<file path="config.mk">
export PLATFORM = sky130hd
export DESIGN_NAME = starvation_aware_arbiter
export DESIGN_NICKNAME = d
export VERILOG_FILES = /design/src/rtl/starvation_aware_arbiter_pkg.sv /design/src/rtl/starvation_aware_arbiter_round_robin_picker.sv /design/src/rtl/starvation_aware_arbiter.sv
export SDC_FILE = /design/constraint.sdc
export NUM_CORES = 1
export LEC_CHECK = 0
export BUFFER_PORTS_ARGS = -buffer_cell sky130_fd_sc_hd__buf_2
export CAP_MARGIN = 10
export CORE_AREA = 2 2 128 130
export CTS_BUF_LIST = sky130_fd_sc_hd__clkbuf_4 sky130_fd_sc_hd__clkbuf_8
export CTS_CLUSTER_SIZE = 12
export DETAILED_ROUTE_END_ITERATION = 10
export DIE_AREA = 0 0 130 132
export PLACE_DENSITY = 0.8
export REMOVE_ABC_BUFFERS = 1
export SYNTH_ARGS = -nofsm -noshare
export SYNTH_HDL_FRONTEND = slang
export SYNTH_SLANG_ARGS = --single-unit
export TNS_END_PERCENT = 10
</file>
<file path="constraint.sdc">
create_clock -name clk_in -period 2.38 [get_ports clk_in]
set_input_delay 0.119 -clock clk_in [delete_from_list [all_inputs] [get_ports clk_in]]
set_output_delay 0.119 -clock clk_in [all_outputs]
set_load 0.005 [all_outputs]
</file>
<file path="src/rtl/starvation_aware_arbiter_pkg.sv">
// Shared types and helpers for the starvation-aware round-robin arbiter.
package starvation_aware_arbiter_pkg;

  // Output stage occupancy: EMPTY drives request_valid_out low, FULL drives it high.
  typedef enum logic {
    OUT_EMPTY = 1'b0,
    OUT_FULL  = 1'b1
  } out_state_e;

  // Width of a requester index; never less than one bit.
  function automatic int idx_width(input int n);
    return (n > 1) ? $clog2(n) : 1;
  endfunction

endpackage

</file>
<file path="src/rtl/starvation_aware_arbiter_round_robin_picker.sv">
// Combinational round-robin search: the first set bit of mask_i, starting
// at position base_i and wrapping from NUM_REQUEST-1 back to 0.
module round_robin_picker
  import starvation_aware_arbiter_pkg::*;
#(
  parameter int NUM_REQUEST = 4,
  parameter int IDX_W       = idx_width(NUM_REQUEST)
) (
  input  logic [NUM_REQUEST-1:0] mask_i,
  input  logic [IDX_W-1:0]       base_i,
  output logic [IDX_W-1:0]       index_o,
  output logic                   found_o
);

  logic [31:0] pos;

  // Walk offsets from farthest to nearest so the nearest set bit wins last.
  always_comb begin
    index_o = '0;
    pos     = '0;
    found_o = |mask_i;
    for (int unsigned k = NUM_REQUEST; k > 0; k--) begin
      pos = 32'(base_i) + k - 1;
      if (pos >= NUM_REQUEST) begin
        pos = pos - NUM_REQUEST;
      end
      if (mask_i[pos[IDX_W-1:0]]) begin
        index_o = pos[IDX_W-1:0];
      end
    end
  end

endmodule

</file>
<file path="src/rtl/starvation_aware_arbiter.sv">
// Round-robin arbiter with per-requester age counters. Requesters that have
// waited STARVATION_THRESHOLD cycles are served ahead of normal order. The
// winner is acked combinationally and captured into a registered output
// stage with a valid/ack handshake toward the downstream consumer.
module starvation_aware_arbiter
  import starvation_aware_arbiter_pkg::*;
#(
  parameter int SINGLE_REQUEST_WIDTH_IN_BITS = 64,
  parameter int NUM_REQUEST                  = 4,
  parameter int AGE_WIDTH_IN_BITS            = 4,
  parameter int STARVATION_THRESHOLD         = 8
) (
  input  logic                                                clk_in,
  input  logic                                                reset_in,
  input  logic [SINGLE_REQUEST_WIDTH_IN_BITS*NUM_REQUEST-1:0] request_flatted_in,
  input  logic [NUM_REQUEST-1:0]                              request_valid_flatted_in,
  output logic [NUM_REQUEST-1:0]                              issue_ack_out,
  output logic [SINGLE_REQUEST_WIDTH_IN_BITS-1:0]             request_out,
  output logic                                                request_valid_out,
  output logic [idx_width(NUM_REQUEST)-1:0]                   request_index_out,
  input  logic                                                issue_ack_in
);

  localparam int W     = SINGLE_REQUEST_WIDTH_IN_BITS;
  localparam int IDX_W = idx_width(NUM_REQUEST);
  localparam int AW    = AGE_WIDTH_IN_BITS;

  localparam logic [IDX_W-1:0] LAST_IDX = IDX_W'(NUM_REQUEST - 1);
  localparam logic [AW-1:0]    AGE_MAX  = '1;
  localparam logic [AW-1:0]    AGE_THR  = AW'(STARVATION_THRESHOLD);

  out_state_e       out_state_q, out_state_d;
  logic [W-1:0]     request_q, request_d;
  logic [IDX_W-1:0] index_q, index_d;
  logic [IDX_W-1:0] last_grant_q, last_grant_d;
  logic [AW-1:0]    age_q [NUM_REQUEST];
  logic [AW-1:0]    age_d [NUM_REQUEST];

  logic [IDX_W-1:0]       base;
  logic [NUM_REQUEST-1:0] starved;
  logic [IDX_W-1:0]       starved_idx, valid_idx, sel;
  logic                   starved_found, valid_found;
  logic                   load_en, grant;
  logic [W-1:0]           payload_sel;

  // Search starts one past the last winner, wrapping at NUM_REQUEST.
  always_comb begin
    base = (last_grant_q == LAST_IDX) ? '0 : last_grant_q + IDX_W'(1);
  end

  // A requester is starved once its age reaches the threshold while still valid.
  always_comb begin
    starved = '0;
    for (int unsigned i = 0; i < NUM_REQUEST; i++) begin
      starved[i] = request_valid_flatted_in[i] && (age_q[i] >= AGE_THR);
    end
  end

  round_robin_picker #(
    .NUM_REQUEST (NUM_REQUEST),
    .IDX_W       (IDX_W)
  ) u_pick_starved (
    .mask_i  (starved),
    .base_i  (base),
    .index_o (starved_idx),
    .found_o (starved_found)
  );

  round_robin_picker #(
    .NUM_REQUEST (NUM_REQUEST),
    .IDX_W       (IDX_W)
  ) u_pick_valid (
    .mask_i  (request_valid_flatted_in),
    .base_i  (base),
    .index_o (valid_idx),
    .found_o (valid_found)
  );

  // Winner selection, one-hot ack and payload mux; nothing is acked during reset.
  always_comb begin
    load_en       = (out_state_q == OUT_EMPTY) || issue_ack_in;
    sel           = starved_found ? starved_idx : valid_idx;
    grant         = load_en && valid_found && !reset_in;
    issue_ack_out = '0;
    payload_sel   = '0;
    for (int unsigned i = 0; i < NUM_REQUEST; i++) begin
      if (IDX_W'(i) == sel) begin
        issue_ack_out[i] = grant;
        payload_sel      = request_flatted_in[i*W +: W];
      end
    end
  end

  // Output stage next state: load on grant, drain to EMPTY when nothing is valid.
  always_comb begin
    out_state_d  = out_state_q;
    request_d    = request_q;
    index_d      = index_q;
    last_grant_d = last_grant_q;
    if (load_en) begin
      if (valid_found) begin
        out_state_d  = OUT_FULL;
        request_d    = payload_sel;
        index_d      = sel;
        last_grant_d = sel;
      end else begin
        out_state_d = OUT_EMPTY;
      end
    end
  end

  // Age counters: clear on grant or idle, otherwise saturating increment.
  always_comb begin
    for (int unsigned i = 0; i < NUM_REQUEST; i++) begin
      age_d[i] = '0;
      if (grant && (IDX_W'(i) == sel)) begin
        age_d[i] = '0;
      end else if (request_valid_flatted_in[i]) begin
        age_d[i] = (age_q[i] == AGE_MAX) ? AGE_MAX : age_q[i] + AW'(1);
      end
    end
  end

  // State registers with synchronous reset; last_grant resets so the first base is 0.
  always_ff @(posedge clk_in) begin
    if (reset_in) begin
      out_state_q  <= OUT_EMPTY;
      request_q    <= '0;
      index_q      <= '0;
      last_grant_q <= LAST_IDX;
      for (int unsigned i = 0; i < NUM_REQUEST; i++) begin
        age_q[i] <= '0;
      end
    end else begin
      out_state_q  <= out_state_d;
      request_q    <= request_d;
      index_q      <= index_d;
      last_grant_q <= last_grant_d;
      for (int unsigned i = 0; i < NUM_REQUEST; i++) begin
        age_q[i] <= age_d[i];
      end
    end
  end

  assign request_out       = request_q;
  assign request_index_out = index_q;
  assign request_valid_out = (out_state_q == OUT_FULL);

endmodule

</file>
* After elaboration in Yosys (flattened, before gate mapping)
Memories as Yosys holds them, arrays and structs flattened.
Cells that the tools add are included.
Widths: inputs -> output; s select.
** Cells by class
- Add/sub/neg operators :: 17
- $lt $le $gt $ge :: 12
- Equal/unequal tests :: 8
- Multiplexer cells :: 58
- Bitwise operators :: 5
- Reductions and logical operators :: 16
** Operator list (count)
- $mux 64 :: 4
- $ge 32x3->1 const B :: 4
- $mux 4 :: 16
- $mux 2 :: 14
- $add 4x1->4 const B :: 4
- $bmux 1 s2 :: 8
- $eq 4x4->1 const B :: 4
- $ge 4x4->1 const B :: 4
- $mux 1 :: 16
- $lt 2x3->1 const B :: 4
- $sub 3x1->4 const B :: 3
- $logic_and 1x1->1 :: 10
- $reduce_or 4->1 :: 2
- $sub 2x1->2 const B :: 4
- $add 2x2->3 const B :: 2
- $sub 4x1->5 const B :: 1
- $add 2x3->4 const B :: 1
- $eq 2x2->1 const A :: 2
- $or 1x1->1 :: 4
- $add 2x1->3 const B :: 1
- $add 2x1->2 const B :: 1
- $eq 1x2->1 const A :: 1
- $eq 2x2->1 const B :: 1
- $logic_not 2->1 :: 1
- other kinds (4) :: 4
** Storage, ports and cells
- Register bits :: 69
- Bits in writable memories :: 16
- Input bits :: 263
- Word-level logic and storage cells :: 121
- Memories :: 1
** Memories
- age_q :: words 4, bits a word 4, read ports 4, clocked after memory_dff 0, wr ports 4, RTL line starvation_aware_arbiter.sv:36 : logic [AW-1:0] age_q [NUM_REQUEST];

* Longest topological paths before layout
Gate-level depths: netlist of run 1.
- Depth in word-level cells :: 18
- Gate-level depth with buffers :: 11

* By module
Synthesis of run 1 repeated with hierarchy kept, for this count alone.
** Second synthesis, totals
- Cells, all modules :: 532
- Area total of the unflattened synthesis :: 5009.8 um2
** Modules (own cells, without submodules)
- starvation_aware_arbiter :: times used 1, cells an instance 506, area an instance 4854.7 um2
- round_robin_picker :: times used 2, cells an instance 13, area an instance 77.6 um2

* Worst setup path before layout of run 1
Ideal clock, no wire load.
- Kind :: register to register
- From :: register last_grant_q[0]
- To :: register request_q[30] (netlist: request_out[30])
- Setup time :: 0.132 ns
- Data arrival time :: 2.387 ns
- Slack :: -0.139 ns
- Cell stages (with the launch flop) :: 11
- Buffers on the path :: 2
- Clock period less this slack :: 2.519 ns
- Cells stage by stage :: dfxtp_1 > ha_1 > inv_2 > or4_1 > a21oi_2 > o41ai_4 > buf_4 > buf_4 > mux2_2 > a32oi_1 > a21oi_1
** On the way
- Cells in the longest elaborated chain, start to end :: 18
- Elaborated cells on any way between the ends :: 56
** RTL lines
- start, declared :: RTL line starvation_aware_arbiter.sv:35 : logic [IDX_W-1:0] last_grant_q, last_grant_d;
- start signal, assigned :: RTL line starvation_aware_arbiter.sv:138 : last_grant_q <= last_grant_d;
- $add 2x1->2 or $eq 2x2->1 (tied branches) :: RTL line starvation_aware_arbiter.sv:48 : base = (last_grant_q == LAST_IDX) ? '0 : last_grant_q + IDX_W'(1);
- $mux 2 * :: RTL line starvation_aware_arbiter.sv:48
- $add 2x3->4 :: RTL line starvation_aware_arbiter_round_robin_picker.sv:23 : pos = 32'(base_i) + k - 1;
- $sub 4x1->5 :: RTL line starvation_aware_arbiter_round_robin_picker.sv:23
- $ge 32x3->1 or $sub 2x1->2 (tied branches) :: RTL line starvation_aware_arbiter_round_robin_picker.sv:24, starvation_aware_arbiter_round_robin_picker.sv:25
- $mux 2 :: RTL line starvation_aware_arbiter_round_robin_picker.sv:24 : if (pos >= NUM_REQUEST) begin
- $bmux 1 s2 :: RTL line starvation_aware_arbiter_round_robin_picker.sv:27 : if (mask_i[pos[IDX_W-1:0]]) begin
- $mux 1 (implied by the code) :: RTL line starvation_aware_arbiter_round_robin_picker.sv:27
- $mux 2 (4 in a row) :: RTL line starvation_aware_arbiter_round_robin_picker.sv:27
- $mux 2 * :: RTL line starvation_aware_arbiter.sv:82 : sel = starved_found ? starved_idx : valid_idx;
- $logic_not 2->1 :: RTL line starvation_aware_arbiter.sv:87 : if (IDX_W'(i) == sel) begin
- $mux 64 (3 in a row) :: RTL line starvation_aware_arbiter.sv:87
- $mux 64 * :: RTL line starvation_aware_arbiter.sv:87
- end signal, assigned :: RTL line starvation_aware_arbiter.sv:136 : request_q <= request_d;
- end, declared :: RTL line starvation_aware_arbiter.sv:33 : logic [W-1:0] request_q, request_d;
Every way passes the cells marked *; elsewhere a longest branch is shown, timed or not. The select of a mux whose other input is x is not followed.
A chain may end at the register's enable or synchronous reset.

* Final worst setup path of run 1
- From :: register last_grant_q[0]
- To :: output port issue_ack_out[1]
** On the way
- Cells in the longest elaborated chain, start to end :: 15
- Elaborated cells on any way between the ends :: 50
** RTL lines
- $add 2x1->2 or $eq 2x2->1 (tied branches) :: RTL line starvation_aware_arbiter.sv:48
- $mux 2 * :: RTL line starvation_aware_arbiter.sv:48
- $add 2x3->4 :: RTL line starvation_aware_arbiter_round_robin_picker.sv:23
- $sub 4x1->5 :: RTL line starvation_aware_arbiter_round_robin_picker.sv:23
- $ge 32x3->1 or $sub 2x1->2 (tied branches) :: RTL line starvation_aware_arbiter_round_robin_picker.sv:24, starvation_aware_arbiter_round_robin_picker.sv:25
- $mux 2 :: RTL line starvation_aware_arbiter_round_robin_picker.sv:24
- $bmux 1 s2 :: RTL line starvation_aware_arbiter_round_robin_picker.sv:27
- $mux 1 (implied by the code) :: RTL line starvation_aware_arbiter_round_robin_picker.sv:27
- $mux 2 (4 in a row) :: RTL line starvation_aware_arbiter_round_robin_picker.sv:27
- $mux 2 * :: RTL line starvation_aware_arbiter.sv:82
- $eq 1x2->1 * :: RTL line starvation_aware_arbiter.sv:87
- $mux 1 * :: RTL line starvation_aware_arbiter.sv:87
- end, declared :: RTL line starvation_aware_arbiter.sv:17 : output logic [NUM_REQUEST-1:0] issue_ack_out,
Marks and branches as above.

==> metrics.md, run 1 <==
| Metric | Value |
|---|---|
| Status | `finished with violations` |
| Failing checks | `negative setup slack` |
| Crit share post-route | `114.9%` |
| Core footprint | `15710 um^2` |
| Worst hold path type | `input port to register` |
| Slowest CP cell | `mux2_4` |
| Post-synthesis adder-cell area fraction | `around 1.8%` |
| Hold EP | `request_valid_out` |
| Via count | `around 6600` |
| LEAKAGE | `around 0.004 uW` |
| Drt pass-1 iters | `4` |
| Worst r2r src | `last_grant_q[1]` |
| Inst Count DP | `between 1000 and 1500` |
| CTS HTree Levels | `3` |
| DRT met1 WL | `~9100 um` |
| Post-synthesis cell type count | `between 40 and 50` |
| Uppermost routed layer | `met5` |
| Number of buffers created by CTS | `9` |
| Die H | `132 um` |
| WP data arrival | `around 2.6 ns` |
| Nature of the critical path endpoint | `output pin` |
| Top_reg_cell synth | `dfxtp_1` |
| Drt drc | `0` |
| Compound-gate portion of the synthesized area | `30.40%` |
| GPL Wtd Cong | `0.9155` |
| Worst skew pair latency | `around 0.36 ns` |
| CTS Hold Bufs | `0` |
| Reg2Reg Setup Slack | `-0.32 ns` |
| Clk root buf | `clkbuf_8` |
| Post-place setup slack | `-0.5779 ns` |
| Routed WL | `21940 um` |
| Die area | `17160 um^2` |
| Met3 wire len | `between 1000 and 1500 um` |
| Global Route Usage Sum | `23.70%` |
| Initial core utilization | `about 36%` |
| Worst hold slack | `approximately 0.14 ns` |
| Met2 wire length | `roughly 10000 um` |
| CTS sink count | `85` |
| Synth Area in XOR/XNOR | `0.1549%` |
| Max_cap viols | `0` |
| Clock skew | `around 0.01 ns` |
| Syn Area/Cell | `9.361 um^2` |
| Simple logic cell fraction of the synthesized area | `approximately 5.8%` |
| Remaining Overflow, GRT | `0` |
| Share of cells above drive strength 1 | `approximately 56%` |
| Max Clock Freq | `365.6 MHz` |
| Seq/Total Area, Yosys | `approximately 30%` |
| Worst-Margin Slew | `between 0.9 and 1 ns` |
| Area Growth Syn to Fin | `52.60%` |
| CTS clock-pin slew for the worst setup and hold paths | `roughly 0.090 ns` |
| Post-synthesis mux area share | `25.60%` |
| # setup viols final | `about 80` |
| Pwr dens | `between 800 and 900 nW/um^2` |
| Die X | `between 100 and 150 um` |
| Detailed-route vias per instance | `approximately 5.5` |
| Critical Path RT | `2.26 ns` |
| RSZ-0062 raised after global routing | `true` |
| Drt wl/cell | `roughly 18 um` |
| IO Port Bufs | `roughly 330` |
| Commonest non-fill, non-tap cell in the layout | `buf_2` |
| Layout filler cell count | `~1400` |
| Fin cells | `~1200` |
| Final hold violation count | `0` |
| Critical path startpoint category | `register` |
| VDD IR max | `around 0.45 mV` |
| Number of antenna violations at the first check in global routing | `7` |
| First-pass GRT wire length | `approximately 32000 um` |
| Fin nets | `~1200` |
| DP Area | `7853 um^2` |
| HPWL Detailed | `between 15000 and 20000 um` |
| Largest family of logic cells by synthesized area | `compound AO/OA/AOI/OAI gates` |
| WHS Path Cells | `3` |
| Final core utilization | `a little over half` |
| Critical Path Fanout Max | `5` |
| Type of the worst setup path | `register to output pin` |
| YS warnings | `0` |
| IO Pins | `approximately 330` |
| Final instance area | `8628 um^2` |
| Worst R2R Path Depth | `11` |
| DRC marker count from the first detailed-route iteration | `between 300 and 400` |
| Critical path's most frequent cell | `buf_6` |
| Worst R2R End | `request_out[52]` |
| Hold Crit Start | `issue_ack_in` |
| Post-synth EDFFs | `0` |
| Worst setup margin | `-0.3554 ns` |
| Vias in the first global route | `roughly 6200` |
| Min Tclk post-route | `approximately 2.7 ns` |
| Max Buffers Root-to-Sink | `2` |
| Std cell rows | `46` |
| Worst path max stage delay | `between 0.3 and 0.4 ns` |
| Relative slew slack | `between 30% and 40%` |
| CP Cell Sequence | `ha_4, inv_2, buf_6, mux4_2, o21bai_1, mux2_4, a2111oi_4, buf_4, buf_6` |
| Most frequent cells in the layout | `buf_2 (332), dfxtp_1 (83), a21oi_1 (71), mux2i_1 (67), buf_4 (67)` |
| Mapped cell area | `approximately 5700 um^2` |
| Post-Synthesis Cells | `between 600 and 700` |
| Async SR Flop Fraction | `0%` |
| CTS tree | `done` |
| #FFs+latches synth | `between 80 and 90` |
| Fin. max-slew vios | `0` |
| Largest net degree at the start of global routing | `a little under 70` |
| Post-route ant nets | `0` |
## per-layer routing
layer,vias up,GRT usage (%)
met1,3118,29.31
met3,73,4.789
met2,301,38.77
met4,2,12.01
li1,3110,-
met5,-,0
## cell usage after synthesis (2+ instances only)
| cell | n | area (um^2) |
|---|---|---|
| mux4_2 | 2 | 45.04 |
| nor3b_1 | 5 | 37.54 |
| and2_1 | 2 | 12.51 |
| a221oi_1 | 4 | 35.03 |
| nand2b_1 | 4 | 25.02 |
| a32oi_1 | 64 | 560.5 |
| nor3_1 | 6 | 30.03 |
| a2111oi_0 | 5 | 43.79 |
| a21oi_1 | 72 | 360.4 |
| nor4_1 | 2 | 12.51 |
| buf_2 | 10 | 50.05 |
| clkbuf_1 | 55 | 206.5 |
| buf_4 | 3 | 22.52 |
| nor2_1 | 16 | 60.06 |
| or2_2 | 2 | 12.51 |
| mux2_2 | 65 | 732.0 |
| ha_1 | 8 | 100.1 |
| a211o_1 | 65 | 569.3 |
| dfxtp_1 | 85 | 1702 |
| inv_1 | 14 | 52.55 |
| nand2_1 | 9 | 33.78 |
| a31oi_1 | 5 | 31.28 |
| mux2i_1 | 67 | 670.6 |
| o21bai_1 | 2 | 15.01 |
| a311o_1 | 2 | 20.02 |
| nand3_1 | 12 | 60.06 |
## flip-flops by register name (all words and copies together) (netlist names)
name and count:
request_valid_out 1, request_out 64, request_index_out 2, age_q 16, last_grant_q 2
## power by group
part | total [uW] | internal (uW) | switching, uW
Combinational | 4380 | 2370 | 2020
Sequential | 1980 | 1780 | 197
Clock | 1160 | 625 | 540
## what timing repair did
item	in CTS	in global routing
endpoints found under the setup margin	85	87
buffers inserted	19	4
gates resized for setup	52	19
cloned	1	1
pin swaps	48	5
## how the worst max path moves through the flow
stage | start | to | slack, ns | cells after the start
2_1_floorplan | last_grant_q[0] | age_q[0][2] | -5.43 | 8
3_5_place_dp | last_grant_q[0] | request_out[56] | -0.58 | 10
4_1_cts | last_grant_q[0] | issue_ack_out[1] | -0.37 | 9
5_1_grt | last_grant_q[1] | issue_ack_out[1] | -0.47 | 9
3_3_place_gp | last_grant_q[0] | issue_ack_out[1] | -0.60 | 9
6_report | last_grant_q[0] | issue_ack_out[1] | -0.36 | 9
## worst max-delay path, delay by kind of cell (launching register included)
family	cells	cell delay, ns
flops	1	0.35
fa+ha+maj	1	0.27
compound gates	2	0.54
buf+inv	4	0.43
mux	2	0.67
## metrics by stage
step / setup TNS [ns] / power (uW)
after global routing: -26.11 / 7969
after detailed placement: -33.48 / 5722
final: -16.33 / 7525
after global placement: -26.21 / 5649
after floorplan: -428.94 / 4420
after CTS: -14.36 / 7389
## cell type report
class | count | area (um^2) | area share, %
flip-flops and latches | 85 | 1704 | 19.75
diodes | 6 | 15.01 | 0.1740
inverters | 15 | 56.30 | 0.6526
multi-input cells | 434 | 3834 | 44.43
clock inverters | 4 | 72.57 | 0.8411
clock buffers | 11 | 145.1 | 1.682
repair buffers | 422 | 2531 | 29.34
well taps | 216 | 270.3 | 3.132
## cells by family after synthesis
kind of cell / count (synthesis)
flip-flops: 85
buffers and inverters: 85
XOR/XNOR: 1
multiplexers: 134
adder cells (fa/ha/maj): 8
AND/OR/NAND/NOR: 64
AO/OA/AOI/OAI: 227
Power figures use the tool's default switching activity.
==> run 2, diff against run 1 <==
--- a/config.mk
+++ b/config.mk
@@ -8,10 +8,10 @@
 export BUFFER_PORTS_ARGS = -buffer_cell sky130_fd_sc_hd__buf_2
 export CAP_MARGIN = 10
-export CORE_AREA = 2 2 128 130
+export CORE_AREA = 2 2 129 131
 export CTS_BUF_LIST = sky130_fd_sc_hd__clkbuf_4 sky130_fd_sc_hd__clkbuf_8
 export CTS_CLUSTER_SIZE = 12
 export DETAILED_ROUTE_END_ITERATION = 10
-export DIE_AREA = 0 0 130 132
-export PLACE_DENSITY = 0.8
+export DIE_AREA = 0 0 131 133
+export PLACE_DENSITY = 0.76
 export REMOVE_ABC_BUFFERS = 1
 export SYNTH_ARGS = -nofsm -noshare
==> constraint.sdc (replaced) <==
create_clock -name clk_in -period 2.8 [get_ports clk_in]
set_input_delay 0.14 -clock clk_in [delete_from_list [all_inputs] [get_ports clk_in]]
set_output_delay 0.14 -clock clk_in [all_outputs]
set_load 0.02 [all_outputs]
==> run 2 against run 1 <==
The flow now finishes without violations. Register-to-register slack improved by 0.44 ns. Critical path depth did not move. Clock-buffer cell count did not move. Critical path type unchanged. Critical endpoint is now issue_ack_out[0]. Highest routed layer is now met4.
==> metrics.md, run 2 (synthesized netlist as in run 1, its figures left out) <==
| Metric | Value |
|---|---|
| Max FFs per register | `between 60 and 70` |
| Min Tclk post-route | `about 2.7 ns` |
| CTS clock-pin slew for the worst setup and hold paths | `0.08 ns` |
| Worst hold path type | `input port to register` |
| WHS Path Cells | `3` |
| Max_cap viols | `0` |
| Worst Setup SP | `last_grant_q[0]` |
| Commonest non-fill, non-tap cell in the layout | `buf_2` |
| Worst-Margin Slew | `roughly 0.72 ns` |
| LEAKAGE | `about 0.0036 uW` |
| Die X | `131 um` |
| VDD IR max | `about 0.27 mV` |
| Worst r2r src | `last_grant_q[0]` |
| Detailed-route vias per instance | `roughly 5.5` |
| First-pass GRT wire length | `slightly below 30000 um` |
| Area Growth Syn to Fin | `41.29%` |
| Global Route Usage Sum | `between 20% and 30%` |
| Number of buffers created by CTS | `9` |
| Worst setup margin | `between 0.08 and 0.09 ns` |
| Status | `complete, no violations` |
| Worst R2R Path Depth | `10` |
| Max Clock Freq | `about 370 MHz` |
| Relative slew slack | `approximately half` |
| Drt drc | `0` |
| CTS sink count | `85` |
| CTS HTree Levels | `3` |
| Die H | `approximately 130 um` |
| Max Buffers Root-to-Sink | `2` |
| Inst Count DP | `1110` |
| Reg2Reg Setup Slack | `between 0.1 and 0.15 ns` |
| Largest net degree at the start of global routing | `71` |
| Via count | `slightly above 6000` |
| Critical path startpoint category | `register` |
| Number of antenna violations at the first check in global routing | `3` |
| Critical Path Fanout Max | `37` |
| IO Port Bufs | `333` |
| Drt wl/cell | `about 18 um` |
| Vias in the first global route | `5675` |
| Share of cells above drive strength 1 | `about half` |
| TNS Setup | `0 ns` |
| Worst R2R End | `age_q[2][3]` |
| Type of the worst setup path | `register to output pin` |
| Hold EP | `request_valid_out` |
| Routed WL | `about 20000 um` |
| Std cell rows | `47` |
| DRC marker count from the first detailed-route iteration | `approximately 430` |
| Post-place setup slack | `between 0.1 and 0.15 ns` |
| Remaining Overflow, GRT | `0` |
| Most frequent cells in the layout | `buf_2 (331), dfxtp_1 (83), a21oi_1 (72), mux2i_1 (66)` |
| Drt pass-1 iters | `5` |
| Fin. max-slew vios | `0` |
| Fin cells | `between 1000 and 1500` |
| Critical Path RT | `between 2 and 3 ns` |
| Final hold violation count | `0` |
| RSZ-0062 raised after global routing | `true` |
| Initial core utilization | `a little over a third` |
| # setup viols final | `0` |
| CTS Hold Bufs | `0` |
| HPWL Detailed | `between 10000 and 15000 um` |
| CTS tree | `done` |
| Core footprint | `16170 um^2` |
| Clock skew | `about 0.012 ns` |
| Nature of the critical path endpoint | `output pin` |
| GPL Wtd Cong | `approximately 0.85` |
| Pwr dens | `766.6 nW/um^2` |
| Worst skew pair latency | `about 0.37 ns` |
| Die area | `between 15000 and 20000 um^2` |
| Post-route ant nets | `0` |
| Layout filler cell count | `roughly 1600` |
| Hold Crit Start | `issue_ack_in` |
| Crit share post-route | `97.04%` |
| WP data arrival | `2.58 ns` |
| Fin nets | `approximately 1200` |
| Clk root buf | `clkbuf_8` |
| IO Pins | `334` |
| Pwr Total | `a little over 6000 uW` |
run 2: cell count changes in the layout (fill, tap and decap cells not counted), sizes merged:
cell / previous run / this run
mux2: 65 / 66
buf: 421 / 361
bufinv: 2 / 1
bufbuf: 0 / 1
clkbuf: 12 / 11
clkinv: 1 / 4
diode: 6 / 3
clkinvlp: 1 / 0
run 2: cell type report:
cell class / count / area, um^2 / area share (%)
Clock buffer: 11 / 145.1 / 1.817
Timing Repair Buffer: 362 / 2034 / 25.47
Inverter: 15 / 56.30 / 0.7048
Tap cell: 220 / 275.3 / 3.446
Clock inverter: 5 / 50.05 / 0.6265
Multi-Input combinational cell: 435 / 3716 / 46.52
Antenna cell: 3 / 7.507 / 0.09397
Sequential cell: 85 / 1704 / 21.33
run 2: through the flow:
step / instance area (um^2) / util, % / hold WS [ns]
floorplan: 5359 / - / 0.2091
global placement: 7600 / 46.99 / 0.4861
detailed placement: 7600 / 46.99 / 0.4883
CTS: 7918 / 48.96 / 0.1388
global route: 7989 / 49.40 / 0.1585
finish: 7989 / 49.40 / 0.1614
run 2: routing by layer:
metal,up-vias,global-route usage (%),part of all wire (%)
met2,244,37.10,50
met4,0,10.11,3.3
li1,2994,-,-
met3,45,3.478,5.9
met5,-,0,0
met1,2911,27.22,41
run 2: worst max-delay path by stage:
stage	end	slack, ns	cells after the start
3_3_place_gp	issue_ack_out[1]	0.15	9
3_5_place_dp	issue_ack_out[1]	0.10	9
6_report	issue_ack_out[0]	0.08	9
5_1_grt	issue_ack_out[0]	-0.03	9
2_1_floorplan	age_q[0][2]	-5.01	8
4_1_cts	issue_ack_out[0]	-0.007	7
run 2: what timing repair did:
item | CTS | global route
endpoints found under the setup margin | 3 | 37
gates cloned | 2 | 0
pin swaps | 2 | 4
gates resized for setup | 9 | 11
setup buffers | 4 | 1
run 2: critical path, stage by stage, from the launching register on:
cell and delay, ns:
dfxtp_2 0.34, ha_4 0.29, inv_2 0.06, or4_4 0.50, a21oi_4 0.18, o41ai_4 0.11
buf_4 0.16, buf_12 0.17, nor4_4 0.22, buf_4 0.17
run 2: power breakdown:
group	switching [uW]	leakage (uW)	internal (uW)	total [uW]
logic	1900	0.00281	1650	3550
registers	167	0.000701	1510	1680
clock network	448	0.000106	441	889
